===== src/rtl/control_multi.sv =====
// rtl/control_multi.sv - multi-cycle control FSM for riscy32_multi; optional JALR support under CONTROL_JALR_EN
module control_multi #(
    parameter int ALU_CTRL_W = 4,
    parameter int CNT_W      = 32
) (
    input  logic                  clk,
    input  logic                  reset,
    input  logic [6:0]            op,
    input  logic [2:0]            funct3,
    input  logic                  funct7,
    input  logic [3:0]            flags,
    input  logic                  mem_ready,
    output logic                  PCWrite,
    output logic                  AdrSrc,
    output logic                  MemWrite,
    output logic                  IRWrite,
    output logic                  RegWrite,
    output logic [1:0]            ResultSrc,
    output logic [1:0]            ALUSrcA,
    output logic [1:0]            ALUSrcB,
    output logic [2:0]            ImmSrc,
    output logic [ALU_CTRL_W-1:0] ALUControl,
    output logic                  Illegal,
    output logic [3:0]            State,
    output logic [CNT_W-1:0]      InstRet
);

    typedef enum logic [3:0] {
        S_FETCH    = 4'd0,
        S_DECODE   = 4'd1,
        S_MEMADR   = 4'd2,
        S_MEMREAD  = 4'd3,
        S_MEMWB    = 4'd4,
        S_MEMWRITE = 4'd5,
        S_EXECR    = 4'd6,
        S_EXECI    = 4'd7,
        S_ALUWB    = 4'd8,
        S_BRANCH   = 4'd9,
        S_JAL      = 4'd10,
        S_LUI      = 4'd11,
        S_JALR     = 4'd12
    } state_t;

    localparam logic [3:0] ALU_ADD  = 4'd0;
    localparam logic [3:0] ALU_SUB  = 4'd1;
    localparam logic [3:0] ALU_AND  = 4'd2;
    localparam logic [3:0] ALU_OR   = 4'd3;
    localparam logic [3:0] ALU_XOR  = 4'd4;
    localparam logic [3:0] ALU_SLL  = 4'd5;
    localparam logic [3:0] ALU_SRL  = 4'd6;
    localparam logic [3:0] ALU_SRA  = 4'd7;
    localparam logic [3:0] ALU_SLT  = 4'd8;
    localparam logic [3:0] ALU_SLTU = 4'd9;

    localparam logic [6:0] OP_LOAD   = 7'b0000011;
    localparam logic [6:0] OP_STORE  = 7'b0100011;
    localparam logic [6:0] OP_R      = 7'b0110011;
    localparam logic [6:0] OP_I      = 7'b0010011;
    localparam logic [6:0] OP_BRANCH = 7'b1100011;
    localparam logic [6:0] OP_JAL    = 7'b1101111;
    localparam logic [6:0] OP_LUI    = 7'b0110111;
    localparam logic [6:0] OP_JALR   = 7'b1100111;

    state_t     state;
    state_t     state_next;
    logic [3:0] alu_op;
    logic [3:0] alu_sel;
    logic       taken;
    logic       retire;

    logic flag_n;
    logic flag_z;
    logic flag_c;
    logic flag_v;

    assign flag_n = flags[3];
    assign flag_z = flags[2];
    assign flag_c = flags[1];
    assign flag_v = flags[0];

    assign State      = state;
    assign ALUControl = ALU_CTRL_W'(alu_sel);

    // Arithmetic op from funct3/funct7; funct7 selects SUB only for R-type, SRA for both R and I shifts
    always_comb begin
        alu_op = ALU_ADD;
        case (funct3)
            3'd0:    alu_op = (funct7 && state == S_EXECR) ? ALU_SUB : ALU_ADD;
            3'd1:    alu_op = ALU_SLL;
            3'd2:    alu_op = ALU_SLT;
            3'd3:    alu_op = ALU_SLTU;
            3'd4:    alu_op = ALU_XOR;
            3'd5:    alu_op = funct7 ? ALU_SRA : ALU_SRL;
            3'd6:    alu_op = ALU_OR;
            default: alu_op = ALU_AND;
        endcase
    end

    // Branch condition from the ALU compare flags of the current cycle
    always_comb begin
        taken = 1'b0;
        case (funct3)
            3'd0:    taken = flag_z;
            3'd1:    taken = !flag_z;
            3'd4:    taken = flag_n ^ flag_v;
            3'd5:    taken = !(flag_n ^ flag_v);
            3'd6:    taken = !flag_c;
            3'd7:    taken = flag_c;
            default: taken = 1'b0;
        endcase
    end

    // Immediate format follows the opcode regardless of state
    always_comb begin
        ImmSrc = 3'b000;
        case (op)
            OP_STORE:  ImmSrc = 3'b001;
            OP_BRANCH: ImmSrc = 3'b010;
            OP_JAL:    ImmSrc = 3'b011;
            OP_LUI:    ImmSrc = 3'b100;
            default:   ImmSrc = 3'b000;
        endcase
    end

    // Next state and per-state datapath controls; write enables are masked while reset is high
    always_comb begin
        state_next = state;
        PCWrite    = 1'b0;
        AdrSrc     = 1'b0;
        MemWrite   = 1'b0;
        IRWrite    = 1'b0;
        RegWrite   = 1'b0;
        ResultSrc  = 2'b00;
        ALUSrcA    = 2'b00;
        ALUSrcB    = 2'b00;
        alu_sel    = ALU_ADD;
        Illegal    = 1'b0;
        retire     = 1'b0;
        case (state)
            S_FETCH: begin
                ALUSrcB   = 2'b10;
                ResultSrc = 2'b10;
                IRWrite   = mem_ready;
                PCWrite   = mem_ready;
                if (mem_ready) state_next = S_DECODE;
            end
            S_DECODE: begin
                ALUSrcA = 2'b01;
                ALUSrcB = 2'b01;
                case (op)
                    OP_LOAD, OP_STORE: state_next = S_MEMADR;
                    OP_R:              state_next = S_EXECR;
                    OP_I:              state_next = S_EXECI;
                    OP_BRANCH:         state_next = S_BRANCH;
                    OP_JAL:            state_next = S_JAL;
                    OP_LUI:            state_next = S_LUI;
`ifdef CONTROL_JALR_EN
                    OP_JALR:           state_next = S_JALR;
`endif
                    default: begin
                        state_next = S_FETCH;
                        Illegal    = 1'b1;
                    end
                endcase
            end
            S_MEMADR: begin
                ALUSrcA    = 2'b10;
                ALUSrcB    = 2'b01;
                state_next = (op == OP_LOAD) ? S_MEMREAD : S_MEMWRITE;
            end
            S_MEMREAD: begin
                AdrSrc = 1'b1;
                if (mem_ready) state_next = S_MEMWB;
            end
            S_MEMWB: begin
                ResultSrc  = 2'b01;
                RegWrite   = 1'b1;
                retire     = 1'b1;
                state_next = S_FETCH;
            end
            S_MEMWRITE: begin
                AdrSrc   = 1'b1;
                MemWrite = 1'b1;
                if (mem_ready) begin
                    retire     = 1'b1;
                    state_next = S_FETCH;
                end
            end
            S_EXECR: begin
                ALUSrcA    = 2'b10;
                alu_sel    = alu_op;
                state_next = S_ALUWB;
            end
            S_EXECI: begin
                ALUSrcA    = 2'b10;
                ALUSrcB    = 2'b01;
                alu_sel    = alu_op;
                state_next = S_ALUWB;
            end
            S_ALUWB: begin
                RegWrite   = 1'b1;
                retire     = 1'b1;
                state_next = S_FETCH;
            end
            S_BRANCH: begin
                ALUSrcA    = 2'b10;
                alu_sel    = (funct3 == 3'd6 || funct3 == 3'd7) ? ALU_SLTU : ALU_SUB;
                PCWrite    = taken;
                retire     = 1'b1;
                state_next = S_FETCH;
            end
            S_JAL: begin
                ALUSrcA    = 2'b01;
                ALUSrcB    = 2'b10;
                PCWrite    = 1'b1;
                state_next = S_ALUWB;
            end
            S_LUI: begin
                ALUSrcA    = 2'b11;
                ALUSrcB    = 2'b01;
                state_next = S_ALUWB;
            end
`ifdef CONTROL_JALR_EN
            S_JALR: begin
                ALUSrcA    = 2'b10;
                ALUSrcB    = 2'b01;
                state_next = S_JAL;
            end
`endif
            default: state_next = S_FETCH;
        endcase
        if (reset) begin
            PCWrite  = 1'b0;
            IRWrite  = 1'b0;
            MemWrite = 1'b0;
            RegWrite = 1'b0;
        end
    end

    // State register
    always_ff @(posedge clk) begin
        if (reset) state <= S_FETCH;
        else       state <= state_next;
    end

    // Retired-instruction counter, free-running wrap
    always_ff @(posedge clk) begin
        if (reset)       InstRet <= '0;
        else if (retire) InstRet <= InstRet + CNT_W'(1);
    end

endmodule

===== config.mk =====
export PLATFORM = sky130hd
export DESIGN_NAME = control_multi
export DESIGN_NICKNAME = d
export VERILOG_FILES = /design/src/rtl/control_multi.sv
export SDC_FILE = /design/constraint.sdc
export NUM_CORES = 1
export LEC_CHECK = 0
export BUFFER_PORTS_ARGS = -buffer_cell sky130_fd_sc_hd__buf_2
export CORE_MARGIN = 1.5
export CORE_UTILIZATION = 40
export DETAILED_ROUTE_END_ITERATION = 10
export PLACE_DENSITY = 0.62
export REMOVE_ABC_BUFFERS = 1
export SLEW_MARGIN = 20
export SYNTH_ARGS = -nofsm -noshare
export SYNTH_HDL_FRONTEND = slang
export SYNTH_SLANG_ARGS = --single-unit
export TNS_END_PERCENT = 1

===== constraint.sdc =====
create_clock -name clk -period 3.1 [get_ports clk]
set_input_delay 0.775 -clock clk [delete_from_list [all_inputs] [get_ports clk]]
set_output_delay 0.775 -clock clk [all_outputs]
set_load 0.01 [all_outputs]

Word-level counts from Yosys, hierarchy flattened
Cells that the tools add are included.

word-level totals
  flip-flop bits (word level) = 36
  output and inout port bits = 55

operators by class
  $add $sub $neg = 1
  equal/unequal tests = 28
  multiplexer cells = 29
  bitwise logic cells = 1
  reductions and logical operators = 19

operators with widths
  kind                                            number
  case mux 4 bit (6 select lines)                 2
  adder 32 x 1 -> 32 bit (second input constant)  1
  case mux 4 bit (7 select lines)                 1
  == test 7 x 6 -> 1 bit (second input constant)  3
  == test 4 x 3 -> 1 bit (second input constant)  4
  == test 4 bit (second input constant)           4
  2-to-1 mux 4 bit                                4
  == test 7 bit (second input constant)           2
  2-to-1 mux 1 bit                                13
  == test 3 bit (second input constant)           4
  case mux 3 bit (4 select lines)                 1
  OR reduction 2 bit                              6
  OR reduction 4 bit                              3
  == test 4 x 2 -> 1 bit (second input constant)  2
  case mux 2 bit (2 select lines)                 2
  case mux 4 bit (2 select lines)                 1
  == test 7 x 2 -> 1 bit (second input constant)  1
  == test 7 x 5 -> 1 bit (second input constant)  1
  OR reduction 7 bit                              1
  == test 3 x 2 -> 1 bit (second input constant)  2
  inequality test 2 bit (second input constant)   3
  case mux 1 bit (6 select lines)                 1
  case mux 2 bit (3 select lines)                 1
  == test 4 x 1 -> 1 bit (second input constant)  1
  other kinds (12)                                14

Longest topological paths before layout
  depth after elaboration = 5
  mapped depth = 7
  gate-level depth less buffers = 5

Least setup slack after synthesis
Ideal clock, no wire load.

  path type = input-to-output
  start = in funct3[0]
  end = out PCWrite
  arrival = 1613 ps
  setup slack = 712 ps
  stages on the path = 5
  cell sequence = clkbuf_1 > xnor2_1 > o21ai_0 > o31ai_1 > a41o_1

on the way
  cells in the longest elaborated chain, start to end = 4

ends and longest elaborated chain
  item                                         RTL line  RTL
  start: declaration                           9         input logic [2:0] funct3,
  == test 3 bit, or another cell as far along  102       case (funct3)
  case mux 1 bit (6 select lines) (*)          102
  case mux 1 bit (3 select lines) (*)          139       case (state)
  2-to-1 mux 1 bit (*)                         232       if (reset) begin
  end: declaration                             13        output logic PCWrite,

Mark *: on every way between the ends. The rest lies on a longest branch, timed or not.

Worst setup path after layout
  start = reg state[0] (netlist: State[0])
  end = out ALUControl[3]

on the way
  cells in the longest elaborated chain, start to end = 3

ends and longest elaborated chain
  item                                 RTL line  RTL
  start: declaration                   64        state_t state;
  start signal: assignment             243       else state <= state_next;
  == test 4 x 3 -> 1 bit               139
  OR reduction 2 bit (no line)         n/a
  case mux 4 bit (2 select lines) (*)  139
  end: declaration                     22        output logic [ALU_CTRL_W-1:0] ALUControl,

Marks and branches as above.

==> impl_results.md <==
* Status: completed
* Gpl congestion at 0.809
* Remaining antenna violation count after routing at 0
* CTS Buf Count at 5
* CP Data Required Time at 2320 ps
* Max Cap Viol at 0
* Synth top cells by count: nor2_1 (38), dfxtp_1 (36), nand2_1 (24), xnor2_1 (22), a21oi_1 (18)
* Share of cells above drive strength 1 at 26.2%
* Placed instance area at 2700 µm²
* Total wire length at 5.81 mm
* Synth warnings at 0
* Clock network fraction of total power at 38.7%
* Starting density of the core at 42.0%
* Largest net degree at the start of global routing at 37
* Leakage at 1.10 nW
* Die Ht at 79.5 µm
* Cell Int Power at 0.000678 W
* Port Buffers at 72
* Ys async rst share at 0%
* Hold Path Class: flop to flop
* Top-Level Pins at 73
* Max-slew violations at 0
* Setup Viol. Count Final at 0
* Std-Cell Rows at 27
* Clock Latency Late Sink at 290 ps
* Hold_buf cts at 0
* Syn avg cell area at 7.79 µm²
* Post-synthesis adder-cell area fraction at 0.535%
* Sequential area share after synthesis at 30.8%
* Worst-path cell chain: nor2b_1 > nand2_1 > nor2_1 > a21oi_1 > nor2b_1 > buf_2
* Crit-path most repeated cell: nor2b_1
* Largest family of logic cells by synthesized area: simple AND/OR/NAND/NOR gates
* Drt drc at 0
* Sw frac at 24.2%
* CTS resizes at 0
* Mapped Cells at 300
* Area fraction of the dominant cell type after synthesis at 30.8%
* Crit share post-route at 86.7%
* GRT Overall Usage at 19.0%
* Setup tns final at 0 ps
* Crit Path Class: flop to output port
* P_sw at 0.000216 W
* Startpoint type of the worst setup path: flop
* Drt first pass iters at 4
* Worst slew pin tran at 622 ps
* Synth Flop Type: dfxtp_1
* CTS Buffer Depth at 2
* Post-Synth Simple-Gate Area at 38.7%
* Layout Skew at 2.64 ps
* Post-Syn Area at 2340 µm²
* Fmax at 372 MHz
* Sequential share of power at 52.3%
* Initial antenna violation count at 0
* Die area at 6310 µm²
* RSZ-0062 raised after global routing: false
* Yosys reg bits at 36
* Unique masters post-synth at 55
* Fin area at 2790 µm²
* Root Buffer Master: clkbuf_8
* Post-CTS Setup Bufs at 0
* Synth Area in Compound Gates at 14.6%
* CP max stage delay at 720 ps
* Combinational group share of total power at 9.0%
* DR vias at 2367
* WP data arrival at 1910 ps
* Pre-CTS setup slack at 559 ps
* Area contributors post-synth: dfxtp_1 (31%), xnor2_1 (8.2%), nor2_1 (6.1%)
* Minimum clock period after layout at 2690 ps
* Worst-path clk slew at 70 ps
* Grt ovf at 0
* P&R area growth vs syn at 19.4%
* Relative slew margins at 58.5%
* CP Max Fanout at 21
* Pwr dens at 320 nW/µm²
* CTS tree: done
* Placed insts at 427
* Vias in the first global route at 2062
* Fin nets at 381
* Final hold violation count at 0
* Routed WL per cell at 13.4 µm
* H-tree depth at 2
* Post-DP HPWL at 4.14 mm
* Placeable Area at 5570 µm²
* Vias/cell at 5.44
* Crit end category: output port
* Slowest cell on crit path: dfxtp_1
* Mux share of post-synthesis cell area at 0.482%
* Number of synthesized flops with an enable pin at 0
* Non-Filler Instances at 435
* Xor-xnor portion of the synthesized cell area at 9.36%
* Initial DRC Count at 115
* TritonCTS Sinks at 36
* First-pass GRT wire length at 9.64 mm
* Max VDD drop at 0.182 mV
* Fin worst setup slack at 413 ps
* Fillers at 567
* Top-count cell post-synth: nor2_1
* Post-synth top area cell: dfxtp_1
* Diode count at 0
* Chip width at 79.5 µm
-- worst max-delay path, delay by kind of cell, from the launching register on --
family          cells  cell delay, ps
flops               1             720
simple gates        4             670
buf+inv             1             130
compound gates      1              90
-- layout make-up --
class	count	area [µm²]	share of cell area [%]
inverters	3	11.3	0.403
flip-flops and latches	36	721	25.8
repair buffers	76	390	14.0
well taps	72	90.1	3.23
multi-input cells	240	1490	53.4
clock buffers	8	90.1	3.23
-- metal layers --
| layer | wire [µm] | track usage [%] | vias up |
|---|---|---|---|
| met3 | 309 | 4.80 | 7 |
| met5 | 0 | 0 | - |
| met1 | 2800 | 26.1 | 1086 |
| met4 | 64 | 4.74 | 0 |
| li1 | - | - | 1211 |
| met2 | 2640 | 29.5 | 63 |
-- cell families after synthesis --
logic type      after synthesis
fa+ha+maj                     1
flops                        36
simple gates                158
xor+xnor                     25
buf+inv                      24
compound gates               55
mux                           1
-- stage by stage --
stage / hold WS, ps / utilization (%) / power, W
after floorplan: 508 / - / 0.000517
after global placement: 488 / 48.5 / 0.000559
after detailed placement: 494 / 48.5 / 0.000559
after CTS: 504 / 50.1 / 0.000904
after global routing: 540 / 50.1 / 0.000935
final: 508 / 50.1 / 0.000895
-- flip-flops by register name (all words and copies together) (netlist names) --
register and count:
State 4, InstRet 32
-- layout by cell type (no fill, tap or decap), types with 5 or more instances in the layout --
cell,n
nor3_1,6
nor4_1,17
nand2_1,24
dfxtp_1,36
nand4_1,7
clkbuf_8,6
nor3b_1,5
xnor2_1,22
nor2b_1,6
o21ai_0,10
nand3_1,7
buf_2,72
a21oi_1,18
o21ai_1,8
or3_1,12
nor2_1,38
nor4b_1,6
-- final timing paths --
| kind | start | end | slack, ps | cells after the start |
|---|---|---|---|---|
| setup / recovery | State[0] | ALUControl[3] | 410 | 6 |
| hold / removal | InstRet[22] | InstRet[22] | 510 | 2 |
| setup reg to reg | State[2] | InstRet[30] | 880 | 5 |
| hold reg to reg | InstRet[22] | InstRet[22] | 510 | 2 |
-- power by group through the flow --
stage	registers [W]	clock network, W	logic [W]
2_1_floorplan	0.000478	0	0.0000387
3_3_place_gp	0.000479	0	0.0000800
3_5_place_dp	0.000479	0	0.0000803
4_1_cts	0.000468	0.000355	0.0000806
5_1_grt	0.000468	0.000377	0.0000896
6_report	0.000468	0.000346	0.0000806
No activity file was read; power rests on OpenSTA's default activity.
